==> src/rtl/adc_smoothing_pkg.sv <==
// Shared definitions for the ADC smoothing block.
//   SHIFT_DEFAULT : default IIR coefficient exponent (alpha = 2^-SHIFT)
//   NUM_CH        : number of ADC channels per frame
//   DATA_W        : width of one channel word
//   state_t       : sequencing FSM state encoding
package adc_smoothing_pkg;

  localparam int SHIFT_DEFAULT = 3;
  localparam int NUM_CH        = 4;
  localparam int DATA_W        = 16;

  typedef enum logic [1:0] {
    ST_IDLE    = 2'd0,
    ST_CAPTURE = 2'd1,
    ST_FILTER  = 2'd2,
    ST_DONE    = 2'd3
  } state_t;

endpackage

==> src/rtl/adc_smoothing_pulse_sync.sv <==
// pulse_sync: brings an asynchronous level into the clk domain through a
// two-flop synchronizer and emits a one-cycle pulse on its rising edge.
//   clk   : system clock
//   srst  : synchronous active-high reset (clears all flops)
//   level : asynchronous input level
//   pulse : one-cycle strobe, high when sync2 is high and sync3 is low
module pulse_sync (
  input  logic clk,
  input  logic srst,
  input  logic level,
  output logic pulse
);

  logic sync1_reg;
  logic sync2_reg;
  logic sync3_reg;

  always_ff @(posedge clk) begin
    if (srst) begin
      sync1_reg <= 1'b0;
      sync2_reg <= 1'b0;
      sync3_reg <= 1'b0;
    end else begin
      sync1_reg <= level;
      sync2_reg <= sync1_reg;
      sync3_reg <= sync2_reg;
    end
  end

  // Flops clear on reset, so a level already high at release yields one edge.
  assign pulse = sync2_reg & ~sync3_reg;

endmodule

==> src/rtl/adc_smoothing.sv <==
// adc_smoothing: first-order IIR smoothing of four ADC channels delivered as
// frames by an SPI receiver. One shared adder/subtractor walks the channels
// one per clock.
//   i_clock          : system clock (rising edge)
//   i_reset          : synchronous active-high reset
//   i_data0..3       : channel words, stable while i_data_received is high
//   i_data_received  : asynchronous frame-complete level
//   o_adc0..3        : smoothed values, held between updates
//   o_valid          : one-cycle strobe, o_adc0..3 updated this cycle
//   o_overrun        : sticky, a frame arrived while one was in flight
module adc_smoothing
  import adc_smoothing_pkg::*;
#(
  parameter int SHIFT = SHIFT_DEFAULT
) (
  input  logic              i_clock,
  input  logic              i_reset,
  input  logic [DATA_W-1:0] i_data0,
  input  logic [DATA_W-1:0] i_data1,
  input  logic [DATA_W-1:0] i_data2,
  input  logic [DATA_W-1:0] i_data3,
  input  logic              i_data_received,
  output logic [DATA_W-1:0] o_adc0,
  output logic [DATA_W-1:0] o_adc1,
  output logic [DATA_W-1:0] o_adc2,
  output logic [DATA_W-1:0] o_adc3,
  output logic              o_valid,
  output logic              o_overrun
);

  localparam int ACC_W = DATA_W + SHIFT;
  localparam int CH_W  = $clog2(NUM_CH);

  state_t            state_reg;
  state_t            state_next;
  logic              frame_edge;

  logic [DATA_W-1:0] data_in [NUM_CH];
  logic [DATA_W-1:0] x_reg   [NUM_CH];
  logic [ACC_W-1:0]  acc_reg [NUM_CH];
  logic [DATA_W-1:0] adc_reg [NUM_CH];
  logic [CH_W-1:0]   ch_reg;
  logic              primed_reg;
  logic              valid_reg;
  logic              overrun_reg;

  // FSM-decoded controls
  logic              capture_en;
  logic              filter_en;
  logic              last_ch;
  logic              done_st;

  // Shared datapath
  logic [ACC_W-1:0]  acc_cur;
  logic [DATA_W-1:0] x_cur;
  logic [ACC_W:0]    acc_sum;
  logic [ACC_W-1:0]  acc_new;

  assign data_in[0] = i_data0;
  assign data_in[1] = i_data1;
  assign data_in[2] = i_data2;
  assign data_in[3] = i_data3;

  pulse_sync u_pulse_sync (
    .clk   (i_clock),
    .srst  (i_reset),
    .level (i_data_received),
    .pulse (frame_edge)
  );

  // ---------------------------------------------------------------- FSM
  always_ff @(posedge i_clock) begin
    if (i_reset) begin
      state_reg <= ST_IDLE;
    end else begin
      state_reg <= state_next;
    end
  end

  always_comb begin
    state_next = state_reg;
    capture_en = 1'b0;
    filter_en  = 1'b0;
    done_st    = 1'b0;
    last_ch    = (ch_reg == CH_W'(NUM_CH - 1));
    case (state_reg)
      ST_IDLE: begin
        if (frame_edge) state_next = ST_CAPTURE;
      end
      ST_CAPTURE: begin
        capture_en = 1'b1;
        state_next = ST_FILTER;
      end
      ST_FILTER: begin
        filter_en = 1'b1;
        if (last_ch) state_next = ST_DONE;
      end
      ST_DONE: begin
        done_st    = 1'b1;
        state_next = ST_IDLE;
      end
      default: state_next = ST_IDLE;
    endcase
  end

  // ------------------------------------------------------ shared datapath
  assign acc_cur = acc_reg[ch_reg];
  assign x_cur   = x_reg[ch_reg];

  // One extra bit of headroom for the intermediate acc + x; the final
  // result is bounded by 0xFFFF << SHIFT and always fits ACC_W.
  always_comb begin
    acc_sum = {1'b0, acc_cur} + (ACC_W + 1)'(x_cur) - (ACC_W + 1)'(acc_cur >> SHIFT);
    if (primed_reg) begin
      acc_new = acc_sum[ACC_W-1:0];
    end else begin
      acc_new = ACC_W'(x_cur) << SHIFT;   // first frame preloads the filter
    end
  end

  // ------------------------------------------------------------ registers
  always_ff @(posedge i_clock) begin
    if (i_reset) begin
      ch_reg      <= '0;
      primed_reg  <= 1'b0;
      valid_reg   <= 1'b0;
      overrun_reg <= 1'b0;
      for (int i = 0; i < NUM_CH; i++) begin
        x_reg[i]   <= '0;
        acc_reg[i] <= '0;
        adc_reg[i] <= '0;
      end
    end else begin
      valid_reg <= 1'b0;

      // Any edge outside IDLE (including the DONE cycle) drops that frame.
      if (frame_edge && (state_reg != ST_IDLE)) begin
        overrun_reg <= 1'b1;
      end

      if (capture_en) begin
        for (int i = 0; i < NUM_CH; i++) begin
          x_reg[i] <= data_in[i];
        end
        ch_reg <= '0;
      end

      if (filter_en) begin
        acc_reg[ch_reg] <= acc_new;
        ch_reg          <= ch_reg + 1'b1;
        // Outputs are loaded on the edge that enters DONE so that they and
        // o_valid are presented together during the DONE cycle. The last
        // channel's accumulator is being written on this same edge, so its
        // output is taken straight from the adder.
        if (last_ch) begin
          valid_reg <= 1'b1;
          for (int i = 0; i < NUM_CH; i++) begin
            if (i == NUM_CH - 1) begin
              adc_reg[i] <= DATA_W'(acc_new >> SHIFT);
            end else begin
              adc_reg[i] <= DATA_W'(acc_reg[i] >> SHIFT);
            end
          end
        end
      end

      if (done_st) begin
        primed_reg <= 1'b1;
      end
    end
  end

  assign o_adc0    = adc_reg[0];
  assign o_adc1    = adc_reg[1];
  assign o_adc2    = adc_reg[2];
  assign o_adc3    = adc_reg[3];
  assign o_valid   = valid_reg;
  assign o_overrun = overrun_reg;

endmodule

==> config.mk <==
export PLATFORM = sky130hd
export DESIGN_NAME = adc_smoothing
export DESIGN_NICKNAME = d
export VERILOG_FILES = /design/src/rtl/adc_smoothing_pkg.sv /design/src/rtl/adc_smoothing_pulse_sync.sv /design/src/rtl/adc_smoothing.sv
export SDC_FILE = /design/constraint.sdc
export NUM_CORES = 1
export LEC_CHECK = 0
export BUFFER_PORTS_ARGS = -buffer_cell sky130_fd_sc_hd__buf_2
export CORE_ASPECT_RATIO = 1.2
export CORE_MARGIN = 3
export CORE_UTILIZATION = 30
export DETAILED_ROUTE_END_ITERATION = 10
export PLACE_DENSITY = 0.46
export SKIP_CTS_REPAIR_TIMING = 1
export SLEW_MARGIN = 25
export SYNTH_ARGS = -nofsm -noshare
export SYNTH_HDL_FRONTEND = slang
export SYNTH_SLANG_ARGS = --single-unit
export TNS_END_PERCENT = 100
==> constraint.sdc <==
create_clock -name i_clock -period 6.36 [get_ports i_clock]
set_input_delay 0.318 -clock i_clock [delete_from_list [all_inputs] [get_ports i_clock]]
set_output_delay 0.318 -clock i_clock [all_outputs]
set_load 0.005 [all_outputs]
# After elaboration in Yosys (flattened, before gate mapping)
# Memories as Yosys holds them, arrays and structs flattened. A register that Yosys moved wholly into a read port is not among the register bits.
# Index checks and enable logic that the tools add are counted.
[totals] memories=3 in_bits=67 ram_bits=204 reg_bits=10
[classes] reduce_logical=6 bitwise_logic=10 mux=36 n_eq_ne=6 add_sub_neg=3
[memory_table] memory="acc_reg" words=4 width=19 rd=4 rd_clocked_by_memory_dff=1 write_ports=4 line="adc_smoothing.sv:40" source="logic [ACC_W-1:0] acc_reg [NUM_CH];"
[memory_table] memory="adc_reg" words=4 width=16 rd=4 rd_clocked_by_memory_dff=0 write_ports=4 line="adc_smoothing.sv:41" source="logic [DATA_W-1:0] adc_reg [NUM_CH];"
[memory_table] memory="x_reg" words=4 width=16 rd=1 rd_clocked_by_memory_dff=1 write_ports=4 line="adc_smoothing.sv:39" source="logic [DATA_W-1:0] x_reg [NUM_CH];"
[ops] operator="$mux W16" count=8
[ops] operator="$mux W19" count=2
[ops] operator="$add A19 B16 Y19" count=1
[ops] operator="$reduce_or A19 Y1" count=1
[ops] operator="$sub A19 B16 Y19" count=1
[ops] operator="$mux W2" count=9
[ops] operator="$mux W1" count=16
[ops] operator="$or A1 B1 Y1" count=8
[ops] operator="$pmux W2 S4" count=1
[ops] operator="$eq A2 B2 Y1 const B" count=3
[ops] operator="$ne A2 B2 Y1 const B" count=2
[ops] operator="$reduce_bool A2 Y1" count=2
[ops] operator="$add A2 B1 Y2 const B" count=1
[ops] operator="$eq A2 B1 Y1 const B" count=1
[ops] operator="$logic_not A2 Y1" count=1
[ops] operator="$reduce_and A2 Y1" count=1
[ops] operator="$and A1 B1 Y1" count=1
[ops] operator="$logic_and A1 B1 Y1" count=1
[ops] operator="$not A1 Y1" count=1

# Logic depth before layout (Yosys ltp)
# Gate-level depths: netlist of run 1.
[depth] word_depth=7 ltp_mapped=16

# By module
# Synthesis of run 1 repeated with hierarchy kept, for this count alone.
[hier_totals] hier_cells=846 hier_area_um2=10797.9
[modules_own_cells] mod="adc_smoothing" cells_each=839 area_each_um2=10710.3 instances=1
[modules_own_cells] mod="pulse_sync" cells_each=7 area_each_um2=87.6 instances=1

# Worst setup path after synthesis of run 1
# Ideal clock, no wire load.
[synth_timing] path_kind="flip-flop to flip-flop" startpoint="reg (tool-made name)" endpoint="mem acc_reg[0][16] (netlist name), data pin" t_arrival_ps=4283 n_path_buf=3 stages_incl_launch_ff=14 setup_time_ps=267 t_required_ps=6093 synth_period_minus_slack_ps=4550 setup_slack_ps=1810 path_cell_list="dfxtp_1 > buf_2 > buf_2 > buf_2 > mux4_2 > fa_1 > fa_1 > nand2b_1 > a21o_1 > a311o_1 > o21ai_1 > nor2_1 > o32ai_2 > nor2_1"
[synth_rtl] item="end: declaration" line="adc_smoothing.sv:40"

==> results of run 1 <==
==> cell usage after synthesis (all sizes together) (5+ instances only) <==
cell,number
nor2b,8
inv,72
fa,16
ha,24
mux4,32
and2,69
edfxtp,204
nand2,19
and3,50
xnor2,10
a21o,8
buf,9
nor2,105
o21ai,10
dfxtp,12
clkbuf,35
nand4,5
a21oi,21
nor3,11
nand3,7
nand2b,11
mux2i,12
==> cell type report <==
type                    instances  area share, %
inverters                      72           2.20
well taps                     456           4.64
multi-input cells             462           29.5
repair buffers                144           6.21
clock inverters                 9          0.356
clock buffers                  34           5.36
flip-flops and latches        216           51.8
==> worst paths after layout <==
path                                      from                                end  slack [ps]
max                                   register       acc_reg[0][11]$_SDFFCE_PN0P_        1670
min                            i_data_received  u_pulse_sync.sync1_reg$_SDFF_PP0_          20
max reg2reg                           register       acc_reg[0][11]$_SDFFCE_PN0P_        1670
min reg2reg  u_pulse_sync.sync1_reg$_SDFF_PP0_  u_pulse_sync.sync2_reg$_SDFF_PP0_         430
==> metrics by stage <==
stage | worst slack (ps) | util [%] | power (µW)
after floorplan | 1810 | - | 2780
after global placement | 1620 | 33.9 | 3120
after detailed placement | 1590 | 33.9 | 3130
after CTS | 1530 | 35.9 | 4420
after global routing | 1220 | 36.0 | 4630
final | 1670 | 36.0 | 4350
==> power groups by stage <==
stage | clock [µW] | combinational, µW | sequential, µW
2_1_floorplan | 0 | 950 | 1830
3_3_place_gp | 0 | 1270 | 1850
3_5_place_dp | 0 | 1270 | 1860
4_1_cts | 1310 | 1280 | 1830
5_1_grt | 1360 | 1430 | 1840
6_report | 1260 | 1270 | 1820
==> routing by layer <==
layer / global-route usage (%) / up-vias / routed length [µm]
met5: 0 / - / 0
met4: 2.87 / 0 / 417
met3: 1.98 / 27 / 1390
met2: 21.3 / 163 / 11000
met1: 18.0 / 2948 / 11000
li1: - / 3079 / -
==> logic make-up after synthesis <==
kind of cell	Yosys count	share of synthesized area, %
simple gates	299	15.1
flops	216	61.1
buf+inv	116	4.26
compound gates	61	3.86
mux	48	8.51
fa+ha+maj	40	5.96
xor+xnor	14	1.18
==> qor.tcl, run 1 <==
set qor(outcome) {finished, final reports clean}
set qor(max_ffs_per_register) 76
set qor(critical_path_buf_inv_count) 3
set qor(mostFrequentLayoutCells) {sky130_fd_sc_hd__edfxtp_1, sky130_fd_sc_hd__buf_2, sky130_fd_sc_hd__nor2_1, sky130_fd_sc_hd__inv_1, sky130_fd_sc_hd__and2_1}
set qor(worst_hold_path.num_cells) 2
set qor(antenna_cells) 0
set qor(multi_input_comb_area_mm2) 0.00362
set qor(netlist_top_cells_area) {sky130_fd_sc_hd__edfxtp_1, sky130_fd_sc_hd__mux4_2, sky130_fd_sc_hd__and2_1}
set qor(grt_pass1_vias) 6492
set qor(tightestPinTransition_ps) 945
set qor(fin_setup_tns_ps) 0
set qor(pwr-share-comb_pct) 29.1
set qor(post-place-cells) 1349
set qor(clock_latency_ps) 520
set qor(remaining_design_rule_violation_count) 0
set qor(worst-setup-path-type) {reg2reg}
set qor(critPathMaxStageDelay_ps) 730
set qor(overall_fraction_of_global_route_tracks_in_use_pct) 12.9
set qor(clock_pin_slew_on_the_worst_setup_and_hold_paths_ps) 60
set qor(min_period_ps) 4690
set qor(port_buffers) 132
set qor(sequential_area_share_after_synthesis_pct) 61.1
set qor(fp.dieArea_mm2) 0.0370
set qor(rsz_0062_raised_after_global_routing) {false}
set qor(overflow) 0
set qor(reg_area_mm2) 0.00637
set qor(post_synth_instance_area_mm2) 0.0104
set qor(power.share.switching_pct) 31.5
set qor(worstPathMaxFanout) 18
set qor(synth_async_sr_flop_share_pct) 0
set qor(power_leakage_uw) 0.00498
set qor(fp.dieH_um) 210
set qor(timing_hold_violations_final) 0
set qor(cell_count_final_fillers_out) 1393
set qor(fp.coreArea_mm2) 0.0342
set qor(drt.antenna.violating_nets) 0
set qor(clkSinkCount) 216
set qor(tritoncts) {done}
set qor(floorplan.rows) 74
set qor(syn-mean-instance-area_um2) 13.1
set qor(max_freq_ghz) 0.213
set qor(cap_violations) 0
set qor(seq_power_share_pct) 41.8
set qor(synth_nets) 901
set qor(routed_via_density) 4.46
set qor(clock_path_buffers) 3
set qor(startpoint_type) {register}
set qor(cellInternalPower_uw) 2980
set qor(wl_per_cell_um) 17.1
set qor(synth_flop_cell) {sky130_fd_sc_hd__edfxtp_1}
set qor(p_clk_share_pct) 29.0
set qor(netSwitchingPower_uw) 1370
set qor(detail_route.first_pass.iterations) 5
set qor(place.detailed.hpwl_um) 16800
set qor(synth_cell_type_count) 53
set qor(clock_skew_ps) 15.6
set qor(design.portCount) 133
set qor(gp_routability_congestion) 0.799
set qor(root_buffer) {sky130_fd_sc_hd__clkbuf_16}
set qor(timing.max_slew.rel_slack_pct) 36.8
set qor(layout_worst_path_cycle_share_pct) 73.8
set qor(num-nets-final) 1027
set qor(finalSetupViolations) 0
set qor(cp_data_arrival_time_ps) 4920
set qor(grt_start_max_net_pins) 65
set qor(grt_first_pass_wirelength_um) 37400
set qor(syn_inst) 794
set qor(ff_latch_count_synth) 216
set qor(cts.htree.levels) 1
set qor(drive_gt1_share_pct) 24.3
set qor(area_delta_synth_final_pct) 18.1
set qor(final_max_slew_viol_count) 0
set qor(dieWidth_um) 176
set qor(max-vdd-ir-drop_uv) 179
set qor(class_of_the_most_critical_hold_timing_path) {in2reg}
set qor(yosysTopAreaCell) {sky130_fd_sc_hd__edfxtp_1}
set qor(worst_r2r_path_depth) 13
set qor(dp_area_mm2) 0.0116
set qor(dr_total_vias) 6217
set qor(yosys_warnings) 0
set qor(worstSetupPathDepth) 13
set qor(worst-endpoint-required_ps) 6590
set qor(cell_breakdown_of_the_critical_path) {buf_4, mux4_2, inv_1, fa_1, inv_1, ha_1, a21o_1, a21oi_1, a21o_1, a21oi_1, or4_1, a31oi_1, nor2_1}
set qor(initial_antenna_violation_count) 0
set qor(fin_worst_hold_slack_ps) 22.6
set qor(layout_commonest_cell) {sky130_fd_sc_hd__edfxtp_1}
set qor(fillerInstances) 3420
set qor(finalWirelength_um) 23800
set qor(netlist.area_leader.share_pct) 58.8
set qor(start_util_pct) 30.5
set qor(cpLargestDelayFamily) {compound AO/OA/AOI/OAI gates}
set qor(cts_made_buffers) 24
set qor(cellPowerDensity_mw_per_mm2) 354
set qor(synth-edff-count) 204
set qor(critical-path-slowest-cell) {sky130_fd_sc_hd__dfxtp_2}
set qor(postLayoutCellArea_mm2) 0.0123
set qor(drtIter0Drc) 328
set qor(setup.worst_path.end_class) {register}
No activity file was read; power rests on OpenSTA's default activity.
==> inputs of run 2 (changes only) <==
--- a/config.mk
+++ b/config.mk
@@ -10,7 +10,7 @@
 export CORE_MARGIN = 3
 export CORE_UTILIZATION = 30
 export DETAILED_ROUTE_END_ITERATION = 10
-export PLACE_DENSITY = 0.46
+export PLACE_DENSITY = 0.48
 export SKIP_CTS_REPAIR_TIMING = 1
 export SLEW_MARGIN = 25
 export SYNTH_ARGS = -nofsm -noshare
==> constraint.sdc (replaced) <==
create_clock -name i_clock -period 4.15 [get_ports i_clock]
set_input_delay 0.2075 -clock i_clock [delete_from_list [all_inputs] [get_ports i_clock]]
set_output_delay 0.2075 -clock i_clock [all_outputs]
set_load 0.005 [all_outputs]
==> qor.tcl, run 2 (synthesized netlist as in run 1, its figures left out) <==
set qor(critical_path_buf_inv_count) 2
set qor(finalSetupViolations) 0
set qor(design.portCount) 133
set qor(max_freq_ghz) 0.252
set qor(initial_antenna_violation_count) 0
set qor(clock_latency_ps) 510
set qor(wl_per_cell_um) 16.2
set qor(final_critical_path_setup_slack_ps) 180
set qor(clock_skew_ps) 10.4
set qor(overflow) 0
set qor(place.detailed.hpwl_um) 16700
set qor(placement.setup.worst_slack_ps) 55.6
set qor(violations) {hold timing}
set qor(remaining_design_rule_violation_count) 0
set qor(cell_breakdown_of_the_critical_path) {buf_12, mux4_2, fa_1, inv_1, ha_1, nand2_2, or4_4, a21oi_2, nor3_4, or4_1, and3_4, nor2_1}
set qor(timing.max_slew.rel_slack_pct) 46.7
set qor(layout_commonest_cell) {sky130_fd_sc_hd__edfxtp_1}
set qor(drive_gt1_share_pct) 25.9
set qor(tritoncts) {done}
set qor(overall_fraction_of_global_route_tracks_in_use_pct) 12.7
set qor(root_buffer) {sky130_fd_sc_hd__clkbuf_16}
set qor(mostFrequentLayoutCells) {sky130_fd_sc_hd__edfxtp_1, sky130_fd_sc_hd__buf_2, sky130_fd_sc_hd__nor2_1, sky130_fd_sc_hd__inv_1, sky130_fd_sc_hd__and2_1}
set qor(antenna_cells) 0
set qor(fp.dieArea_mm2) 0.0370
set qor(cap_violations) 0
set qor(fin_worst_hold_slack_ps) -10.0
set qor(worstPathMaxFanout) 11
set qor(clkSinkCount) 216
set qor(start_util_pct) 30.5
set qor(worst-setup-path-type) {reg2reg}
set qor(finalWirelength_um) 23900
set qor(cp_data_arrival_time_ps) 4320
set qor(layout_worst_path_cycle_share_pct) 95.7
set qor(max-vdd-ir-drop_uv) 350
set qor(fp.dieH_um) 210
set qor(startpoint_type) {register}
set qor(worst-endpoint-required_ps) 4500
set qor(area_delta_synth_final_pct) 26.9
set qor(port_buffers) 132
set qor(max_ffs_per_register) 76
set qor(routed_via_density) 4.48
set qor(critical-path-slowest-cell) {sky130_fd_sc_hd__mux4_2}
set qor(critPathMaxStageDelay_ps) 610
set qor(gp_routability_congestion) 0.812
set qor(grt_first_pass_wirelength_um) 37100
set qor(grt_start_max_net_pins) 65
set qor(cts_made_buffers) 24
set qor(fp.coreArea_mm2) 0.0342
set qor(dr_total_vias) 6604
set qor(cpLargestDelayFamily) {simple AND/OR/NAND/NOR gates}
set qor(cts.htree.levels) 1
set qor(dieWidth_um) 176
set qor(class_of_the_most_critical_hold_timing_path) {in2reg}
set qor(outcome) {finished with violations}
set qor(tightestPinTransition_ps) 799
set qor(fillerInstances) 3308
set qor(grt_pass1_vias) 6477
set qor(num-nets-final) 1109
set qor(drt.antenna.violating_nets) 0
set qor(floorplan.rows) 74
set qor(final_max_slew_viol_count) 0
set qor(clock_pin_slew_on_the_worst_setup_and_hold_paths_ps) 60
set qor(drtIter0Drc) 374
set qor(reg_area_mm2) 0.00637
set qor(power_leakage_uw) 0.00540
set qor(setup.worst_path.end_class) {register}
set qor(clock_path_buffers) 3
set qor(detail_route.first_pass.iterations) 4
set qor(timing_hold_violations_final) 1
set qor(cellPowerDensity_mw_per_mm2) 529
set qor(min_period_ps) 3970
set qor(multi_input_comb_area_mm2) 0.00366
[run 2: changes by cell type in the layout (fill, tap and decap cells not counted), moves of 2 or more]
| cell | previous run | this run |
|---|---|---|
| sky130_fd_sc_hd__clkbuf_1 | 9 | 3 |
| sky130_fd_sc_hd__buf_4 | 11 | 34 |
| sky130_fd_sc_hd__bufinv_16 | 0 | 2 |
| sky130_fd_sc_hd__buf_12 | 1 | 4 |
| sky130_fd_sc_hd__dlygate4sd3_1 | 0 | 54 |
[run 2: worst paths after layout]
| path | startpoint | endpoint | slack (ps) | depth (start not counted) |
|---|---|---|---|---|
| setup / recovery | register | adc_reg[3][12]$_SDFFCE_PN0P_ | 180 | 12 |
| hold / removal | i_data0[4] | x_reg[0][4]$_SDFFCE_PN0P_ | -10 | 2 |
| setup reg to reg | register | adc_reg[3][12]$_SDFFCE_PN0P_ | 180 | 12 |
| hold reg to reg | u_pulse_sync.sync1_reg$_SDFF_PP0_ | u_pulse_sync.sync2_reg$_SDFF_PP0_ | 440 | 1 |
[run 2: report_power, final]
part,switching [µW],internal (µW)
Combinational,1240,932
Sequential,80.8,2710
Clock,819,1210
[run 2: worst reg2reg max path, cell delays in order, from the launching register on]
cell and delay (ps):
sky130_fd_sc_hd__dfxtp_4 400, sky130_fd_sc_hd__buf_12 180, sky130_fd_sc_hd__mux4_2 620, sky130_fd_sc_hd__fa_1 570, sky130_fd_sc_hd__inv_1 40, sky130_fd_sc_hd__ha_1 370
sky130_fd_sc_hd__nand2_2 80, sky130_fd_sc_hd__or4_4 510, sky130_fd_sc_hd__a21oi_2 170, sky130_fd_sc_hd__nor3_4 80, sky130_fd_sc_hd__or4_1 470, sky130_fd_sc_hd__and3_4 220
sky130_fd_sc_hd__nor2_1 100
[run 2: through the flow]
stage          instance area (µm²)  TNS (ps)  util [%]  total power, µW  std cells
3_3_place_gp                 11800         0      34.5             4910       1371
6_report                     13200         0      38.7             6990       1473
4_1_cts                      12500         0      36.7             6980       1412
2_1_floorplan                10400         0         -             4270        794
5_1_grt                      13200     -19.8      38.7             7450       1473
3_5_place_dp                 11800         0      34.5             4920       1371
[run 2: routing by layer]
metal / part of all wire, % / global-route usage (%)
met4: 2.1 / 3.36
met2: 44 / 19.1
met1: 48 / 19.3
met5: 0 / 0
met3: 5.0 / 1.71
[run 2: area by class of cell]
class / instances / area share [%]
sequential: 216 / 48.2
timing repair buffer: 226 / 12.0
inverter: 72 / 2.04
multi-input combinational: 462 / 27.7
clock buffer: 28 / 4.82
clock inverter: 13 / 0.880
tap: 456 / 4.32
